===== config.mk =====
export PLATFORM = sky130hd
export DESIGN_NAME = edf_fifo_sched
export DESIGN_NICKNAME = d
export VERILOG_FILES = /design/src/rtl/edf_fifo_sched.sv
export SDC_FILE = /design/constraint.sdc
export NUM_CORES = 1
export LEC_CHECK = 0
export ABC_AREA = 1
export ABC_CLOCK_PERIOD_IN_PS = 2000
export BUFFER_PORTS_ARGS = -buffer_cell sky130_fd_sc_hd__buf_2
export CAP_MARGIN = 20
export CORE_ASPECT_RATIO = 2
export CORE_MARGIN = 2
export CORE_UTILIZATION = 45
export DETAILED_ROUTE_END_ITERATION = 8
export PLACE_DENSITY = 0.75
export SLEW_MARGIN = 40
export SYNTH_ARGS = -nofsm -noshare
export SYNTH_HDL_FRONTEND = slang
export SYNTH_SLANG_ARGS = --single-unit

===== constraint.sdc =====
create_clock -name clk -period 2 [get_ports clk]
set_input_delay 0.1 -clock clk [delete_from_list [all_inputs] [get_ports clk]]
set_output_delay 0.1 -clock clk [all_outputs]
set_load 0.005 [all_outputs]

===== src/rtl/edf_fifo_sched.sv =====
// edf_fifo_sched: earliest-deadline-first read scheduler over NUM_Q FIFOs with a valid/ready egress offer.
// Define EDF_SCHED_RR_TIE_EN to break equal-deadline ties round-robin instead of lowest index.
module edf_fifo_sched #(
  parameter int NUM_Q = 4,
  parameter int DL_W  = 16,
  parameter int QID_W = 2
) (
  input  logic                    clk,
  input  logic                    rst_n,
  input  logic                    sch_en,
  input  logic [NUM_Q-1:0]        q_empty,
  input  logic [NUM_Q*DL_W-1:0]   q_head_dl,
  output logic [NUM_Q-1:0]        q_rd_en,
  output logic                    out_valid,
  input  logic                    out_ready,
  output logic [QID_W-1:0]        out_qid,
  output logic [DL_W-1:0]         out_dl,
  output logic                    busy
);
  typedef enum logic [1:0] {IDLE, OFFER, POP, SETTLE} state_t;
  state_t            r_state;
  logic [NUM_Q-1:0]  r_rd_en;
  logic              r_valid;
  logic              r_busy;
  logic [QID_W-1:0]  r_qid;
  logic [DL_W-1:0]   r_dl;
  logic              w_any;
  logic [QID_W-1:0]  w_qid;
  logic [DL_W-1:0]   w_dl;
  logic [DL_W-1:0]   w_cand;
  logic [DL_W-1:0]   w_diff;
  int                w_j;
`ifdef EDF_SCHED_RR_TIE_EN
  logic [QID_W-1:0]  r_ptr;
`endif
  // Strict wrap-aware compare: the first queue in search order keeps a tie.
  always_comb begin
    w_any  = 1'b0;
    w_qid  = '0;
    w_dl   = '0;
    w_cand = '0;
    w_diff = '0;
    w_j    = 0;
    for (int k = 0; k < NUM_Q; k++) begin
`ifdef EDF_SCHED_RR_TIE_EN
      w_j = (int'(r_ptr) + 1 + k) % NUM_Q;
`else
      w_j = k;
`endif
      w_cand = q_head_dl[w_j*DL_W +: DL_W];
      w_diff = w_cand - w_dl;
      if (!q_empty[w_j] && (!w_any || w_diff[DL_W-1])) begin
        w_any = 1'b1;
        w_qid = QID_W'(w_j);
        w_dl  = w_cand;
      end
    end
  end
  always_ff @(posedge clk or negedge rst_n) begin
    if (!rst_n) begin
      r_state <= IDLE;
      r_rd_en <= '0;
      r_valid <= 1'b0;
      r_busy  <= 1'b0;
      r_qid   <= '0;
      r_dl    <= '0;
`ifdef EDF_SCHED_RR_TIE_EN
      r_ptr   <= QID_W'(NUM_Q-1);
`endif
    end else begin
      case (r_state)
        IDLE, SETTLE: begin
          r_rd_en <= '0;
          if (sch_en && w_any) begin
            r_state <= OFFER;
            r_valid <= 1'b1;
            r_busy  <= 1'b1;
            r_qid   <= w_qid;
            r_dl    <= w_dl;
          end else begin
            r_state <= IDLE;
            r_busy  <= 1'b0;
          end
        end
        OFFER: if (out_ready) begin
          r_state <= POP;
          r_valid <= 1'b0;
          r_rd_en <= NUM_Q'(1) << r_qid;
        end
        POP: begin
          r_state <= SETTLE;
          r_rd_en <= '0;
`ifdef EDF_SCHED_RR_TIE_EN
          r_ptr   <= r_qid;
`endif
        end
        default: r_state <= IDLE;
      endcase
    end
  end
  assign q_rd_en   = r_rd_en;
  assign out_valid = r_valid;
  assign out_qid   = r_qid;
  assign out_dl    = r_dl;
  assign busy      = r_busy;
endmodule

* Yosys cells after proc, flatten, opt, wreduce, memory -nomap -nowiden
Cells that the tools add are included.
** Cells by class
- Add/sub/neg operators :: 3
- Equal/unequal tests :: 5
- Shifts and indexed selects :: 1
- Multiplexer cells :: 20
- Reduce and logical (&&, ||, !) cells :: 18
** Operators with widths (count)
- $mux 16 :: 4
- $sub 16x16->16 :: 3
- $mux 1 :: 9
- $pmux 4 s2 :: 1
- $mux 2 :: 3
- $pmux 2 s3 :: 1
- $logic_not 1->1 :: 5
- $eq 2x2->1 const B :: 2
- $logic_and 1x1->1 :: 4
- $mux 4 :: 1
- $ne 2x2->1 const B :: 2
- $shl 1x2->4 const A :: 1
- $logic_or 1x1->1 :: 3
- $reduce_and 3->1 :: 1
- $reduce_or 3->1 :: 1
- $eq 2x1->1 const B :: 1
- $logic_not 2->1 :: 1
- $pmux 1 s2 :: 1
- $reduce_and 2->1 :: 1
- $reduce_bool 2->1 :: 1
- $reduce_or 2->1 :: 1
** Word-level totals
- Register bits after elaboration :: 26
- Input bits :: 72
- Output and inout bits :: 24

* Longest topological paths before layout
Gate-level depths: netlist (run 1).
- Depth after elaboration :: 16
- Mapped depth :: 50

* Least setup slack after synthesis (run 1)
Ideal clock, no wire load.
- Path kind :: input to register
- From :: input q_empty[0]
- To :: register r_dl[13], in the netlist out_dl[13]
- Library setup time :: 0.118 ns
- Arrival time :: 5.054 ns
- Required time :: 1.882 ns
- Path slack :: -3.172 ns
- Stages :: 39
- Buffers on the path :: 5
- Cells stage by stage :: inv_4 clkbuf_1 nand2_1 ha_1 a21o_1 nor2_1 nand2_1 nand2_1 nand2_1 nand2_1 nand3_2 nand2_2 clkbuf_1 clkbuf_1 nand2_1 o21ai_0 ha_1 a21oi_1 (+3 left out) nand2_1 nand2_1 nand3_2 nand2_2 clkbuf_1 nand2_1 o21ai_0 ha_1 a21oi_1 nor2_1 a211oi_1 o221a_2 nand3_1 nand3_4 buf_2 nand3_1 nand3_1 nand2_1
** Between the ends
- Cells in the longest elaborated chain, start to end :: 15
- Elaborated cells between the ends (all ways) :: 21
** RTL lines
- start: declaration :: line 11 : input logic [NUM_Q-1:0] q_empty,
- $mux 16 :: line 52 : if (!q_empty[w_j] && (!w_any || w_diff[DL_W-1])) begin
- $sub 16x16->16 :: line 51 : w_diff = w_cand - w_dl;
- $logic_or 1x1->1 :: line 52
- $logic_and 1x1->1 :: line 52
- $mux 16 / $mux 1 (equally long branches) :: line 52
- $sub 16x16->16 / $logic_not 1->1 (equally long branches) :: line 51, 52
- $logic_or 1x1->1 :: line 52
- $logic_and 1x1->1 :: line 52
- $mux 16 / $mux 1 (equally long branches) :: line 52
- $sub 16x16->16 / $logic_not 1->1 (equally long branches) :: line 51, 52
- $logic_or 1x1->1 :: line 52
- $logic_and 1x1->1 :: line 52
- $mux 1 :: line 52
- $logic_and 1x1->1 :: line 74 : if (sch_en && w_any) begin
- $reduce_and 2->1 (no line)
- end signal: assignment :: line 79 : r_dl <= w_dl;
- end: declaration :: line 26 : logic [DL_W-1:0] r_dl;
Parallel ways exist; a longest one is shown, timed or not.
A chain may end at the register's enable or synchronous reset.

* Worst setup path after layout (run 1)
- From :: input q_empty[0]
- To :: register r_dl[14], in the netlist out_dl[14]
The elaborated chain is that of the path after synthesis.

==> impl_metrics.py, run 1 <==
metrics = {
    "logic_synthesis": {
        "syn_area_per_cell_um2": 6.68,
        "seq_area_frac_synth_pct": 23.7,
        "synth_ff_type": "dfrtp_1",
        "yosysWarnings": 0,
        "yosys.area.top_type": "dfrtp_1",
        "syn_inst": 412,
        "yosys_register_bits": 26,
        "yosys-top-cells-area": "dfrtp_1 24%, ha_1 20%, nand2_1 20%, nand3_1 7.5%, o21ai_0 6.6%",
        "netlist_area_um2": 2750,
        "synth.distinct_cells": 30,
        "synth_top_area_share_pct": 23.7,
        "synth_nets": 529,
        "synthArstFlopShare_pct": 100,
        "synth_edf_count": 0,
    },
    "worst_hold_path": {
        "hold_path.startpoint": "q_head_dl[51]",
        "holdCritPathClass": "input pin to register",
    },
    "finish": {
        "diodes": 0,
        "instances_no_fill": 645,
        "fill_cells": 381,
        "final_cell_area_um2": 4680,
        "utilization_pct": 78.7,
        "fin_nets": 700,
        "drive_gt1_share_pct": 49.5,
        "area_growth_pct": 70.3,
    },
    "power_and_ir_drop": {
        "p_leak_uw": 0.00251,
        "power_uw": 3840,
        "p_per_area_nw_per_um2": 819,
        "peakVddDrop_mv": 0.430,
    },
    "setup_path": {
        "path_max_fanout": 8,
        "start_kind": "input pin",
        "critPathArrivalTime_ps": 5080,
        "end_kind": "register",
        "r2r_start": "r_state[0]",
        "path_class": "input pin to register",
        "max_stage_delay_ps": 340,
        "slowest_stage": "ha_1",
        "required_ps": 2150,
        "startpoint": "q_empty[0]",
    },
    "timing": {
        "clock_skew_ps": 2.77,
        "hold-worst-slack_ps": 167,
        "fin_crit_ps": 4930,
        "setup_ws_ps": -2930,
        "fmax_mhz": 203,
        "worst_pin_slew_ps": 574,
        "post-route-period-util_pct": 247,
        "finalSetupViolations": 18,
        "hold_viol": 0,
        "grt_setup_unrepaired": "true",
        "max_slew_margin_pct": 61.5,
        "slew_viol_final": 0,
    },
    "route": {
        "wl_per_cell_um": 15.6,
        "ant_nets": 0,
        "wl_um": 10100,
        "drt_pass1_iterations": 4,
        "vias": 3500,
        "via_per_inst": 5.43,
        "drc_errors": 0,
        "drt_iter0_markers": 157,
    },
    "clock_tree": {
        "cts_made_buffers": 3,
        "max-clock-path-buffers": 2,
        "cts.sinks": 26,
        "htreeDepth": 1,
        "path_clk_slew_ps": 60,
        "clkLatencyLatePin_ps": 260,
        "cts_tree": "done",
        "root_buffer": "clkbuf_16",
    },
    "floorplanning": {
        "io_pins": 96,
        "fp.dieH_um": 115,
        "initial_core_util_pct": 46.2,
        "core_um2": 5960,
        "die_w_um": 59.3,
        "rows": 40,
        "die-area_um2": 6790,
    },
    "job": {
        "max_cap_violations": 0,
    },
    "outcome": {
        "violations": "negative setup slack",
        "status": "finished, violations left",
    },
    "place": {
        "placed_area_um2": 3900,
        "dpl.cell_count": 621,
        "gp_congestion": 0.815,
        "port_buffers": 95,
        "hpwl_um": 6630,
    },
    "global_route": {
        "grt_pass1_wl_um": 13900,
        "grt-ovfl-total": 0,
        "antenna_found_initial": 0,
        "globalRouteTotalUtil_pct": 25.9,
        "grt_max_degree": 27,
        "grt_pass1_vias": 3363,
    },
}
-- power breakdown --
| part | leakage [uW] | internal (uW) | switching [uW] |
|---|---|---|---|
| registers | 0.000322 | 773 | 146 |
| clock network | 0.0000442 | 306 | 177 |
| logic | 0.00214 | 1100 | 1330 |
| total | 0.00251 | 2180 | 1660 |
-- area by class of cell --
cell class              count  area [um^2]  area share, %
multi-input cells         338         2550           54.4
well taps                  63         78.8           1.68
flip-flops and latches     26          651           13.9
repair buffers            174         1150           24.5
inverters                  40          166           3.55
clock buffers               4         88.8           1.90
-- logic make-up (layout without fill, tap and decap cells) --
logic type	count (synthesis)	count (layout)	synth area share [%]
XOR/XNOR	3	3	0.956
buffers and inverters	53	218	7.64
AO/OA/AOI/OAI	66	66	13.6
adder cells (fa/ha/maj)	45	45	20.5
flip-flops	26	26	23.7
AND/OR/NAND/NOR	219	224	33.7
-- synth_stat cells (2+ instances only) --
library cell / count
a211oi_1: 4
a21oi_1: 16
a31oi_1: 2
clkbuf_1: 11
clkinv_1: 2
dfrtp_1: 26
ha_1: 45
inv_1: 37
nand2_1: 150
nand2_2: 2
nand3_1: 41
nand3_2: 2
nand4_1: 3
nor2_1: 15
nor3_1: 3
o21ai_0: 36
o21ai_2: 2
o221a_2: 2
xor2_1: 2
-- worst max-delay path, delay by kind of cell --
kind | cells | cell delay [ps]
compound gates | 7 | 1380
simple gates | 16 | 1850
buf+inv | 6 | 780
fa+ha+maj | 3 | 890
-- layer usage --
metal | GRT usage, % | vias to the layer above | part of all wire (%)
li1 | - | 1717 | -
met1 | 22.6 | 1620 | 33
met2 | 55.2 | 126 | 59
met3 | 1.69 | 37 | 3.3
met4 | 9.85 | 0 | 5.1
met5 | 0 | - | 0
-- timing repair --
action                                  CTS  global route
buffers inserted                          8             6
pin swaps                                27            47
resized for setup                        80            56
endpoints found under the setup margin   18            18
hold buffers                              1             0
hold endpoints to repair                 26             0
cloned                                    5             0
-- placed cells by master, fill, tap and decap left out, types with 5 or more instances in the layout --
master	netlist	final
inv_1	37	36
o21ai_0	36	10
dfrtp_1	26	26
nand2_1	150	118
nand3_1	41	22
a21oi_1	16	14
o21ai_2	2	13
ha_4	0	13
o21ai_1	0	12
nand2_4	1	19
buf_4	0	69
ha_1	45	31
nor2_1	15	11
nand3_2	2	19
buf_2	1	94
nand2_2	2	18
buf_6	1	5
-- metrics by stage --
stage | TNS, ps | setup slack, ps
global placement | -56150 | -3150
global route | -55650 | -3120
CTS | -44550 | -2500
finish | -52230 | -2930
floorplan | -45760 | -2600
detailed placement | -58060 | -3260
-- flip-flops by register name, indices dropped and copies added, names as in the netlist --
signal and count:
q_rd_en 4, out_dl 16, out_valid 1, r_state 2, busy 1, out_qid 2
-- path summary, 6_finish.rpt --
| check | to | slack, ps | cells after the start |
|---|---|---|---|
| min in group asynchronous | out_dl[2] | 360 | 2 |
| max in group asynchronous | r_state[1] | 1260 | 2 |
| worst max register to register | out_qid[1] | 50 | 6 |
| worst max-delay path | out_dl[14] | -2930 | 32 |
| worst min register to register | out_dl[11] | 470 | 2 |
| worst min-delay path | out_dl[3] | 170 | 5 |
Power figures use the tool's default switching activity.
==> run 2, diff against run 1 <==
--- a/config.mk
+++ b/config.mk
@@ -9,11 +9,13 @@
 export ABC_CLOCK_PERIOD_IN_PS = 2000
 export BUFFER_PORTS_ARGS = -buffer_cell sky130_fd_sc_hd__buf_2
 export CAP_MARGIN = 20
-export CORE_ASPECT_RATIO = 2
+export CELL_PAD_IN_SITES_DETAIL_PLACEMENT = 1
+export CELL_PAD_IN_SITES_GLOBAL_PLACEMENT = 1
+export CORE_ASPECT_RATIO = 1.2
 export CORE_MARGIN = 2
-export CORE_UTILIZATION = 45
+export CORE_UTILIZATION = 35
 export DETAILED_ROUTE_END_ITERATION = 8
-export PLACE_DENSITY = 0.75
+export PLACE_DENSITY = 0.84
 export SLEW_MARGIN = 40
 export SYNTH_ARGS = -nofsm -noshare
 export SYNTH_HDL_FRONTEND = slang
==> run 2 against run 1 <==
  * The flow still finishes with violations (negative setup slack)
  * Clock power decreased by 6.0%
  * Fmax down 14%
  * Die area increased by 26%
  * Worst setup slack got worse by 800 ps
  * Count of clock-buffer cells in the layout shrank 1
  * Clock skew grew 7.5 ps
  * Critical path depth increased by 5
  * Flip-flop and latch count did not move
==> impl_metrics.py, run 2 (synthesis results as in run 1) <==
metrics = {
    "finish": {
        "fill_cells": 893,
        "utilization_pct": 68.0,
        "fin_nets": 723,
        "final_cell_area_um2": 5210,
        "largest_register_ffs": 16,
        "area_growth_pct": 89.4,
        "mostFrequentLayoutCells": "103 x nand2_1, 94 x buf_2, 86 x buf_4, 35 x inv_1, 30 x nand2_2",
        "final_common_cell": "nand2_1",
        "drive_gt1_share_pct": 58.7,
        "diodes": 0,
    },
    "outcome": {
        "violations": "negative setup slack",
        "status": "finished, violations left",
    },
    "place": {
        "port_buffers": 95,
        "placed_area_um2": 3970,
        "place_worst_setup_slack_ps": -3540,
        "hpwl_um": 8160,
        "gp_congestion": 0.783,
    },
    "clock_tree": {
        "path_clk_slew_ps": 100,
        "root_buffer": "clkbuf_8",
        "max-clock-path-buffers": 2,
        "clkLatencyLatePin_ps": 290,
        "cts_made_buffers": 3,
        "htreeDepth": 1,
        "cts_tree": "done",
        "cts.sinks": 26,
    },
    "global_route": {
        "grt_max_degree": 27,
        "globalRouteTotalUtil_pct": 30.0,
        "antenna_found_initial": 0,
        "gr-usage-met2_pct": 58.8,
        "grt_pass1_vias": 4226,
        "grtUsageMet3_pct": 4.10,
        "grt_use_met1_pct": 30.0,
        "grt-ovfl-total": 0,
        "gr-max-usage-layer": "met2",
        "grt_pass1_wl_um": 20600,
    },
    "power_and_ir_drop": {
        "power_uw": 4640,
        "p_per_area_nw_per_um2": 891,
        "peakVddDrop_mv": 0.763,
        "p_leak_uw": 0.00265,
    },
    "setup_path": {
        "r2r_cells": 6,
        "path_max_fanout": 7,
        "slowest_stage": "ha_1",
        "critPathArrivalTime_ps": 5900,
        "max_stage_delay_ps": 310,
        "r2r_start": "r_state[0]",
        "end_kind": "register",
        "required_ps": 2170,
        "path_class": "input pin to register",
        "cpMostUsedCell": "nand2_2",
        "startpoint": "q_empty[0]",
        "start_kind": "input pin",
    },
    "floorplanning": {
        "initial_core_util_pct": 35.9,
        "io_pins": 96,
        "rows": 35,
        "core_um2": 7660,
        "fp.dieH_um": 101,
        "die-area_um2": 8590,
        "die_w_um": 84.9,
    },
    "timing": {
        "slew_viol_final": 0,
        "tns_ps": -65530,
        "fin_crit_ps": 5730,
        "setup_ws_ps": -3730,
        "hold_viol": 0,
        "finalSetupViolations": 18,
        "fmax_mhz": 175,
        "clock_skew_ps": 10.3,
        "post-route-period-util_pct": 286,
        "grt_setup_unrepaired": "true",
        "worst_pin_slew_ps": 1150,
        "max_slew_margin_pct": 23.1,
    },
    "route": {
        "vias": 4252,
        "drt_pass1_iterations": 5,
        "drt_iter0_markers": 355,
        "ant_nets": 0,
        "wl_per_cell_um": 27.1,
        "via_per_inst": 6.10,
        "wl_um": 18900,
        "drc_errors": 0,
    },
    "job": {
        "max_cap_violations": 0,
    },
    "worst_hold_path": {
        "hold_path.startpoint": "out_ready",
        "hold_depth": 4,
        "holdCritPathClass": "input pin to register",
    },
}
run 2: final timing paths:
check | endpoint | slack [ps]
min reg2reg | q_rd_en[0] | 500
min | q_rd_en[3] | 210
min in group asynchronous | out_dl[4] | 330
max reg2reg | out_dl[8] | -160
max | out_dl[4] | -3730
max in group asynchronous | out_dl[7] | 1270
run 2: repair_timing:
action                                  4_1_cts  5_1_grt
pin swaps                                    34       73
gates resized for setup                      68      127
hold endpoints to repair                     26        0
endpoints found under the setup margin       18       18
gates cloned                                  4        4
hold buffers                                  1        0
buffers inserted                             10       22
run 2: power breakdown:
part	internal, uW	leakage (uW)	switching, uW
registers	772	0.000322	177
clock network	269	0.0000357	185
logic	1330	0.00229	1910
total	2370	0.00265	2270
run 2: layout make-up:
type,count,area [um^2],area share (%)
multi-input combinational,339,2840,54.6
sequential,26,651,12.5
timing repair buffer,196,1360,26.2
inverter,40,166,3.19
clock buffer,3,41.3,0.793
tap,92,115,2.21
clock inverter,1,30.0,0.577
run 2: through the flow:
| step | cells | hold slack [ps] |
|---|---|---|
| after floorplan | 412 | -196 |
| after global routing | 697 | 236 |
| after global placement | 652 | 123 |
| final | 697 | 207 |
| after CTS | 671 | 187 |
| after detailed placement | 652 | 135 |
run 2: routing by layer:
metal / vias to the layer above / share of wire [%]
met5: - / 0
met4: 0 / 6.8
met3: 109 / 7.2
met2: 318 / 49
met1: 2060 / 37
li1: 1765 / -
run 2: critical path: cells and delay by family:
kind,cells,cell delay [ps]
and+or+nand+nor,21,2860
AOI/OAI and AO/OA,6,1070
buffers and inverters,7,1000
adders and majority gates,3,820
==> run 3, diff against run 2 <==
--- a/config.mk
+++ b/config.mk
@@ -15,7 +15,9 @@
 export CORE_MARGIN = 2
 export CORE_UTILIZATION = 35
 export DETAILED_ROUTE_END_ITERATION = 8
+export HOLD_SLACK_MARGIN = 0.12
 export PLACE_DENSITY = 0.84
+export REMOVE_ABC_BUFFERS = 1
 export SLEW_MARGIN = 40
 export SYNTH_ARGS = -nofsm -noshare
 export SYNTH_HDL_FRONTEND = slang
==> run 3 against run 2 <==
  * The flow still finishes with violations (negative setup slack)
  * Clock skew down 5.8 ps
  * Largest cell class unchanged
  * Critical path type unchanged
  * Critical path depth up 7
  * Register-to-register slack better by 390 ps
  * Core utilization down 3.7 points
  * Final cell count down 1.0%
  * Highest routed layer unchanged
==> impl_metrics.py, run 3 (synthesis results as in run 1) <==
metrics = {
    "place": {
        "dpl.cell_count": 657,
        "port_buffers": 95,
        "gp_congestion": 0.883,
        "placed_area_um2": 3820,
        "hpwl_um": 7960,
    },
    "setup_path": {
        "start_kind": "input pin",
        "cp_top_family": "simple AND/OR/NAND/NOR gates",
        "critPathArrivalTime_ps": 5530,
        "path_buf_inv": 8,
        "path_max_fanout": 6,
        "end_kind": "register",
        "max_stage_delay_ps": 280,
        "path_class": "input pin to register",
        "required_ps": 2210,
        "cpMostUsedCell": "nand2_2",
        "slowest_stage": "ha_1",
    },
    "job": {
        "max_cap_violations": 0,
    },
    "floorplanning": {
        "rows": 35,
        "core_um2": 7660,
        "fp.dieH_um": 101,
        "die_w_um": 84.9,
        "initial_core_util_pct": 35.9,
        "die-area_um2": 8590,
        "io_pins": 96,
    },
    "route": {
        "wl_um": 17400,
        "drt_iter0_markers": 291,
        "drt_pass1_iterations": 5,
        "ant_nets": 0,
        "wl_per_cell_um": 25.2,
        "vias": 4136,
        "via_per_inst": 5.99,
        "drc_errors": 0,
    },
    "timing": {
        "clock_skew_ps": 4.54,
        "worst_pin_slew_ps": 905,
        "slew_viol_final": 0,
        "setup_ws_ps": -3320,
        "grt_setup_unrepaired": "true",
        "max_slew_margin_pct": 39.3,
        "fin_crit_ps": 5320,
        "fmax_mhz": 188,
        "post-route-period-util_pct": 266,
        "hold_viol": 0,
        "finalSetupViolations": 18,
    },
    "clock_tree": {
        "clkLatencyLatePin_ps": 280,
        "cts_tree": "done",
        "max-clock-path-buffers": 2,
        "path_clk_slew_ps": 90,
        "cts_made_buffers": 3,
        "root_buffer": "clkbuf_8",
        "cts.sinks": 26,
        "htreeDepth": 1,
    },
    "finish": {
        "final_cell_area_um2": 4920,
        "instances_no_fill": 690,
        "fill_cells": 931,
        "largest_register_ffs": 16,
        "area_growth_pct": 79.1,
        "mostFrequentLayoutCells": "107 x nand2_1, 94 x buf_2, 84 x buf_4, 37 x nand2_2, 36 x inv_1",
        "final_common_cell": "nand2_1",
        "fin_nets": 715,
        "drive_gt1_share_pct": 54.8,
    },
    "power_and_ir_drop": {
        "peakVddDrop_mv": 0.752,
        "p_leak_uw": 0.00255,
        "p_per_area_nw_per_um2": 860,
    },
    "outcome": {
        "status": "finished, violations left",
        "violations": "negative setup slack",
    },
    "global_route": {
        "grt_pass1_vias": 4173,
        "grt-ovfl-total": 0,
        "grt_max_degree": 27,
        "antenna_found_initial": 1,
        "grt_pass1_wl_um": 20400,
        "globalRouteTotalUtil_pct": 29.9,
    },
    "worst_hold_path": {
        "holdCritPathClass": "input pin to register",
    },
}
run 3: final cells by class:
type / count / area [um^2] / share of cell area, %
well taps: 92 / 115 / 2.34
inverters: 40 / 176 / 3.58
repair inverters: 1 / 11.3 / 0.229
multi-input cells: 339 / 2690 / 54.6
flip-flops and latches: 26 / 651 / 13.2
clock buffers: 4 / 55.1 / 1.12
diodes: 1 / 2.50 / 0.0508
repair buffers: 187 / 1230 / 24.9
run 3: worst min-delay path, delay by kind of cell:
kind	cells	cell delay (ps)
AND/OR/NAND/NOR	3	200
buffers and inverters	2	140
run 3: where the power goes:
group / total, uW / switching, uW / internal [uW]
Sequential: 947 / 175 / 772
Clock: 352 / 176 / 177
Combinational: 2940 / 1720 / 1220
Total: 4230 / 2070 / 2160
run 3: timing repair:
action | CTS | global route
pin swaps | 49 | 53
buffers inserted | 10 | 9
endpoints found under the setup margin | 18 | 18
cloned | 7 | 1
endpoints found under the hold margin | 26 | 0
hold buffers | 1 | 0
gates resized for setup | 119 | 75
run 3: per-stage QoR:
| stage | setup TNS (ps) | util, % | worst slack, ps | total power [uW] | hold slack (ps) |
|---|---|---|---|---|---|
| detailed placement | -61110 | 49.8 | -3430 | 2900 | 136 |
| global route | -59810 | 64.3 | -3400 | 4440 | 206 |
| finish | -58530 | 64.3 | -3320 | 4230 | 190 |
| CTS | -44750 | 57.7 | -2520 | 3560 | 173 |
| floorplan | -47950 | - | -2670 | 1960 | -196 |
| global placement | -56150 | 49.8 | -3140 | 2760 | 122 |
run 3: final timing paths:
path	end	start	cells past startpoint	slack, ps
worst min register to register	q_rd_en[3]	q_rd_en[3]	2	500
worst min-delay path	out_dl[6]	q_head_dl[54]	5	190
worst max register to register	out_qid[1]	r_state[0]	7	230
min in group asynchronous	out_dl[11]	rst_n	2	350
max in group asynchronous	r_state[0]	rst_n	2	1270
worst max-delay path	out_dl[12]	q_empty[0]	44	-3320
run 3: per-layer routing:
metal  share of wire (%)  track usage [%]
met1                  36             29.4
met2                  50             59.4
met3                 5.6             2.78
met4                 8.7             18.2
met5                   0                0
